File: config.mk
export PLATFORM = sky130hd
export DESIGN_NAME = dram_req_arbiter
export DESIGN_NICKNAME = d
export VERILOG_FILES = /design/src/rtl/dram_pkg.sv /design/src/rtl/dram_refresh_timer.sv /design/src/rtl/dram_req_arbiter.sv
export SDC_FILE = /design/constraint.sdc
export NUM_CORES = 1
export LEC_CHECK = 0
export CAP_MARGIN = 20
export CORE_MARGIN = 2
export CORE_UTILIZATION = 48
export CTS_BUF_LIST = sky130_fd_sc_hd__clkbuf_2
export CTS_CLUSTER_DIAMETER = 80
export DETAILED_ROUTE_END_ITERATION = 10
export GPL_TIMING_DRIVEN = 0
export PLACE_DENSITY = 0.92
export SLEW_MARGIN = 25
export SYNTH_ARGS = -nofsm -noshare
export SYNTH_HDL_FRONTEND = slang
export SYNTH_SLANG_ARGS = --single-unit
File: constraint.sdc
create_clock -name sysclk -period 6.4 [get_ports sysclk]
set_input_delay 0.96 -clock sysclk [delete_from_list [all_inputs] [get_ports sysclk]]
set_output_delay 0.96 -clock sysclk [all_outputs]
set_load 0.02 [all_outputs]
File: src/rtl/dram_pkg.sv
// Shared encodings for the DRAM request arbiter: command opcodes, arbiter
// FSM states, requester identity and DDR3 address field widths.
package dram_pkg;

    localparam int BA_W  = 3;
    localparam int ROW_W = 15;
    localparam int COL_W = 10;

    typedef enum logic [1:0] {
        OP_NOP = 2'd0,
        OP_WR  = 2'd1,
        OP_RD  = 2'd2,
        OP_REF = 2'd3
    } cmd_op_t;

    typedef enum logic [1:0] {
        ST_IDLE  = 2'd0,
        ST_ISSUE = 2'd1,
        ST_WAIT  = 2'd2,
        ST_ACK   = 2'd3
    } arb_state_t;

    typedef enum logic {
        USER_WR = 1'b0,
        USER_RD = 1'b1
    } user_t;

endpackage

File: src/rtl/dram_refresh_timer.sv
// Refresh interval counter plus the saturating count of refreshes owed and
// a sticky error flag for a refresh tick that could not be recorded.
module dram_refresh_timer
    import dram_pkg::*;
#(
    parameter int REFI_CYCLES  = 780,
    parameter int MAX_POSTPONE = 8
) (
    input  logic       sysclk,
    input  logic       RESET_SM_n,
    input  logic       init_done,
    input  logic       ref_done,
    output logic [3:0] ref_owed,
    output logic       ref_err
);

    localparam int TMR_W = (REFI_CYCLES > 2) ? $clog2(REFI_CYCLES) : 1;
    localparam logic [TMR_W-1:0] TMR_RELOAD = TMR_W'(REFI_CYCLES - 1);
    localparam logic [3:0] OWED_MAX = 4'(MAX_POSTPONE);

    logic [TMR_W-1:0] r_timer;
    logic [3:0]       r_owed;
    logic             r_err;
    logic             w_tick;
    logic             w_at_max;

    assign w_tick   = init_done && (r_timer == '0);
    assign w_at_max = (r_owed == OWED_MAX);

    // A tick and a refresh completion in the same cycle cancel out.
    always_ff @(posedge sysclk or negedge RESET_SM_n) begin
        if (!RESET_SM_n) begin
            r_timer <= TMR_RELOAD;
            r_owed  <= 4'd0;
            r_err   <= 1'b0;
        end else begin
            if (init_done) begin
                r_timer <= w_tick ? TMR_RELOAD : r_timer - 1'b1;
            end
            if (w_tick && w_at_max) begin
                r_err <= 1'b1;
            end
            if (w_tick && !ref_done && !w_at_max) begin
                r_owed <= r_owed + 4'd1;
            end else if (!w_tick && ref_done && (r_owed != 4'd0)) begin
                r_owed <= r_owed - 4'd1;
            end
        end
    end

    assign ref_owed = r_owed;
    assign ref_err  = r_err;

endmodule

File: src/rtl/dram_req_arbiter.sv
// Arbiter serialising user writes, user reads and auto-refresh into the DDR3
// command sequencer. REFRESH_POSTPONE_EN lets refresh yield to user traffic.
module dram_req_arbiter
    import dram_pkg::*;
#(
    parameter int ADDR_W       = BA_W + ROW_W + COL_W,
    parameter int DATA_W       = 8,
    parameter int REFI_CYCLES  = 780,
    parameter int MAX_POSTPONE = 8
) (
    input  logic              sysclk,
    input  logic              RESET_SM_n,
    input  logic              init_done,
    input  logic              wr_req,
    input  logic [ADDR_W-1:0] wr_addr,
    input  logic [DATA_W-1:0] wr_data,
    output logic              wr_ack,
    input  logic              rd_req,
    input  logic [ADDR_W-1:0] rd_addr,
    output logic              rd_valid,
    output logic [DATA_W-1:0] rd_data,
    output logic              cmd_valid,
    output logic [1:0]        cmd_op,
    output logic [ADDR_W-1:0] cmd_addr,
    output logic [DATA_W-1:0] cmd_wdata,
    input  logic              cmd_ready,
    input  logic              rsp_done,
    input  logic [DATA_W-1:0] rsp_rdata,
    output logic [3:0]        ref_owed,
    output logic              ref_err
);

    arb_state_t        r_state;
    cmd_op_t           r_op;
    user_t             r_last;
    logic              r_cmd_valid;
    cmd_op_t           r_cmd_op;
    logic [ADDR_W-1:0] r_cmd_addr;
    logic [DATA_W-1:0] r_cmd_wdata;
    logic              r_wr_ack;
    logic              r_rd_valid;
    logic [DATA_W-1:0] r_rd_data;

    logic [3:0]        w_ref_owed;
    logic              w_ref_err;
    logic              w_ref_done;
    logic              w_pick_ref;
    logic              w_pick_wr;

    assign w_ref_done = (r_state == ST_WAIT) && rsp_done && (r_op == OP_REF);

    dram_refresh_timer #(
        .REFI_CYCLES (REFI_CYCLES),
        .MAX_POSTPONE(MAX_POSTPONE)
    ) u_refresh_timer (
        .sysclk    (sysclk),
        .RESET_SM_n(RESET_SM_n),
        .init_done (init_done),
        .ref_done  (w_ref_done),
        .ref_owed  (w_ref_owed),
        .ref_err   (w_ref_err)
    );

`ifdef REFRESH_POSTPONE_EN
    assign w_pick_ref = (w_ref_owed != 4'd0) &&
                        (!(wr_req || rd_req) || (w_ref_owed == 4'(MAX_POSTPONE)));
`else
    assign w_pick_ref = (w_ref_owed != 4'd0);
`endif

    // On a tie the requester not served last wins.
    assign w_pick_wr = wr_req && (!rd_req || (r_last == USER_RD));

    always_ff @(posedge sysclk or negedge RESET_SM_n) begin
        if (!RESET_SM_n) begin
            r_state     <= ST_IDLE;
            r_op        <= OP_NOP;
            r_last      <= USER_RD;
            r_cmd_valid <= 1'b0;
            r_cmd_op    <= OP_NOP;
            r_cmd_addr  <= '0;
            r_cmd_wdata <= '0;
            r_wr_ack    <= 1'b0;
            r_rd_valid  <= 1'b0;
            r_rd_data   <= '0;
        end else begin
            r_wr_ack   <= 1'b0;
            r_rd_valid <= 1'b0;
            case (r_state)
                ST_IDLE: begin
                    if (init_done && (w_pick_ref || wr_req || rd_req)) begin
                        r_state     <= ST_ISSUE;
                        r_cmd_valid <= 1'b1;
                        if (w_pick_ref) begin
                            r_op        <= OP_REF;
                            r_cmd_op    <= OP_REF;
                            r_cmd_addr  <= '0;
                            r_cmd_wdata <= '0;
                        end else if (w_pick_wr) begin
                            r_op        <= OP_WR;
                            r_cmd_op    <= OP_WR;
                            r_cmd_addr  <= wr_addr;
                            r_cmd_wdata <= wr_data;
                            r_last      <= USER_WR;
                        end else begin
                            r_op        <= OP_RD;
                            r_cmd_op    <= OP_RD;
                            r_cmd_addr  <= rd_addr;
                            r_cmd_wdata <= '0;
                            r_last      <= USER_RD;
                        end
                    end
                end
                ST_ISSUE: begin
                    if (cmd_ready) begin
                        r_state     <= ST_WAIT;
                        r_cmd_valid <= 1'b0;
                        r_cmd_op    <= OP_NOP;
                        r_cmd_addr  <= '0;
                        r_cmd_wdata <= '0;
                    end
                end
                ST_WAIT: begin
                    if (rsp_done) begin
                        r_state <= ST_ACK;
                        if (r_op == OP_RD) begin
                            r_rd_data  <= rsp_rdata;
                            r_rd_valid <= 1'b1;
                        end
                        if (r_op == OP_WR) begin
                            r_wr_ack <= 1'b1;
                        end
                    end
                end
                ST_ACK: begin
                    r_state <= ST_IDLE;
                end
                default: begin
                    r_state <= ST_IDLE;
                end
            endcase
        end
    end

    assign cmd_valid = r_cmd_valid;
    assign cmd_op    = r_cmd_op;
    assign cmd_addr  = r_cmd_addr;
    assign cmd_wdata = r_cmd_wdata;
    assign wr_ack    = r_wr_ack;
    assign rd_valid  = r_rd_valid;
    assign rd_data   = r_rd_data;
    assign ref_owed  = w_ref_owed;
    assign ref_err   = w_ref_err;

endmodule
==> impl_metrics.csv <==
group,metric,value,unit
logic_synthesis,ys_seq_area_share,52.90,%
sta,slew_viol_final,0,
logic_synthesis,synth-edff-count,0,
worst_setup_path,cp.buffers_inverters,0,
worst_setup_path,cp_common_cell,"a21oi_1",
worst_setup_path,r2r_start,"u_refresh_timer.r_timer[4]",
logic_synthesis,synth_common_cells,"dfrtp_1 (63), nand2_1 (31), mux2i_1 (30)",
route,drt-total-wl,7881,um
logic_synthesis,synth_most_common_cell,"dfrtp_1",
route,first_pass_iters,4,
outcome,outcome,"complete, no violations",
pwr,leakage,2.161,nW
cts,cts_hold_buf,0,
floorplan,core_area,6719,um2
sta,setup_ws,3.569,ns
place,pre_cts_ws,3.177,ns
route,viasPerCell,5.304,
pwr,clkPwrFrac,16.1,%
floorplan,ios,133,
pwr,cellInternalPower,0.001097,W
finish,final_cells,507,
sta,worst_slew_pin_slew,0.7134,ns
finish,fillers,487,
cts,cts.clk_slew.worst_paths,0.20,ns
floorplan,die_area,7506,um2
route,drtIter0Drc,60,
place,dp_hpwl,6056,um
cts,cts.path.max_buffers,2,
worst_setup_path,required,6.78,ns
place,dpl.cell_count,491,
route,wl_per_cell,15.54,um
floorplan,fp-row-count,30,
finish,areaGrowthSynthToFinish,47.79,%
global_routing,antenna_found_initial,0,
cts,clkLatencyLatePin,0.52,ns
sta,hold_violations,0,
worst_setup_path,path_cells,"or4_1 > nor2_1 > nand3_1 > ha_1 > a21o_1 > a21oi_1 > nor3_1 > a311oi_1 > a21oi_1",
pwr,vdd_drop_max,207.0,uV
job,drv_cap,0,
global_routing,grt_pass1_wl,12450,um
floorplan,die_width,86.64,um
global_routing,grt_overflow_total,0,
pwr,switching_share,38.77,%
place,place.gp.congestion,0.7739,
cts,numCtsBuffers,9,
worst_setup_path,startpoint,"u_refresh_timer.r_timer[4]",
route,drcViolationCount,0,
pwr,p_per_area,369.8,nW/um2
cts,cts_root_buf,"clkbuf_2",
worst_setup_path,cp_slowest_cell,"or4_1",
logic_synthesis,yosysWarnings,0,
sta,max_freq,353.3,MHz
pwr,seq_power_share,37.9,%
cts,cts_tree,"built",
sta,min_period,2.831,ns
logic_synthesis,ys_types,48,
sta,maxSlewHeadroom,52.44,%
worst_setup_path,cp-end-kind,"flop",
cts,ctsHtreeMaxLevel,3,
sta,finalSetupTns,0,ns
logic_synthesis,synth_top_area_share,48.09,%
finish,num_antenna_cells,0,
worst_setup_path,crit_path_start_kind,"flop",
min_path,holdCritPathClass,"input port to asynchronous set/reset pin",
logic_synthesis,syn_nets,366,
logic_synthesis,synth_cells,279,
global_routing,grt_start_max_net_pins,39,
logic_synthesis,netlist_area,3278,um2
worst_setup_path,max_stage_delay,0.59,ns
global_routing,grt_pass1_vias,2676,
logic_synthesis,synth.area.top_cells,"dfrtp_1 (48%), mux2i_1 (9.2%), o2bb2ai_1 (7.5%), dfstp_2 (4.8%), nand2_1 (3.5%)",
worst_setup_path,r2r_cells,9,
floorplan,start_util,48.79,%
pwr,power.switching,0.0006945,W
logic_synthesis,syn_area_per_cell,11.75,um2
cts,clock-sinks,69,
worst_setup_path,cp.arrival,3.21,ns
sta,setup_viol,0,
cts,cts_setup_buffers,0,
worst_setup_path,criticalPathCategory,"flop to flop",
cts,cts.repair.resized,0,
worst_setup_path,crit_path_max_fanout,6,
worst_setup_path,crit_cells,9,
route,num_vias,2689,
logic_synthesis,synth_flop_cell,"dfrtp_1",
logic_synthesis,yosysTopAreaCell,"dfrtp_1",
finish,drive_gt1_share,10.30,%
global_routing,grt.total_usage,21.60,%
sta,finalCritPeriodShare,44.23,%
worst_setup_path,crit_family,"simple AND/OR/NAND/NOR gates",
place,dpl_cell_area,4707,um2
sta,skew,0.02568,ns
sta,rsz0062_at_grt,"no",
logic_synthesis,synth_seq_cells,69,
floorplan,dieHeight,86.64,um
logic_synthesis,async_reset_ff_share,100.0,%
finish,fin_area,4845,um2
place,io_buffers,131,
route,ant_nets,0,
pwr,p_comb_share,45.9,%
finish,nNetsFinal,509,
## cell families (layout without fill, tap and decap cells)
logic type / after synthesis / after routing / synth area share [%]
AOI/OAI and AO/OA: 63 / 63 / 15.42
xor gates and xnor gates: 7 / 7 / 1.870
adders and majority gates: 8 / 8 / 3.282
buffers and inverters: 20 / 168 / 3.053
DFF: 69 / 69 / 52.90
muxes: 34 / 34 / 10.53
and+or+nand+nor: 78 / 78 / 12.94
## state kept, by name, indices dropped and copies added, names as in the netlist, 2 cells and up
| register | count |
|---|---|
| cmd_addr | 28 |
| u_refresh_timer.r_timer | 10 |
| cmd_wdata | 8 |
| rd_data | 8 |
| u_refresh_timer.ref_owed | 4 |
| cmd_op | 2 |
| r_op | 2 |
| r_state | 2 |
## power by group through the flow
stage	logic [W]	registers (W)	clock network, W
4_1_cts	0.000830	0.000679	0.000295
3_5_place_dp	0.000829	0.000685	0
2_1_floorplan	0.000402	0.000775	0
3_3_place_gp	0.000798	0.000681	0
6_report	0.000822	0.000680	0.000289
5_1_grt	0.000892	0.000699	0.000315
## worst paths after layout
| check | end | slack [ns] |
|---|---|---|
| setup / recovery | u_refresh_timer.ref_owed[3] | 3.57 |
| hold / removal | cmd_addr[0] | 0.33 |
| setup reg to reg | u_refresh_timer.ref_owed[3] | 3.57 |
| hold reg to reg | rd_data[0] | 0.50 |
| max in group asynchronous | cmd_wdata[7] | 5.50 |
| min in group sysclk | rd_data[0] | 0.50 |
## metrics by stage
step           total power, W  hold WS [ns]  util (%)
4_1_cts              0.001804        0.3209     72.10
5_1_grt              0.001906        0.3203     72.10
3_3_place_gp         0.001478        0.4613     69.80
6_report             0.001791        0.3338     72.10
3_5_place_dp         0.001514        0.4618     70.06
2_1_floorplan        0.001176        0.4712         -
## layout make-up
type / instances / area, um2 / share of cell area, %
flip-flops and latches: 69 / 1734 / 35.80
repair buffers: 132 / 1329 / 27.43
multi-input cells: 190 / 1444 / 29.80
inverters: 8 / 30.03 / 0.6198
clock buffers: 10 / 50.05 / 1.033
plain buffers: 12 / 70.07 / 1.446
clock inverters: 6 / 87.58 / 1.808
well taps: 80 / 100.1 / 2.066
## placed cells by master, fill, tap and decap left out, drive strengths merged, types with 3 or more instances in the layout
master / count
clkbuf: 14
mux2i: 30
buf: 10
mux2: 4
o2bb2ai: 28
a21oi: 7
nand3: 6
nor3: 5
nor4: 4
xnor2: 5
clkinv: 3
inv: 7
o21ai: 6
a22o: 10
nand2: 31
nor2: 19
ha: 7
clkdlybuf4s50: 130
dfstp: 6
dfrtp: 63
## worst reg2reg max path, cell delays in order, from the launching register on
cell and delay (ns):
dfrtp_1 0.51, or4_1 0.59, nor2_1 0.25, nand3_1 0.19, ha_1 0.31, a21o_1 0.18
a21oi_1 0.27, nor3_1 0.08, a311oi_1 0.25, a21oi_1 0.07
## layer usage
metal  GRT usage (%)  part of all wire, %
met4           9.659                  1.9
met1           27.08                   42
met5               0                    0
met2           35.94                   52
met3           4.667                  4.1
Power figures use the tool's default switching activity.
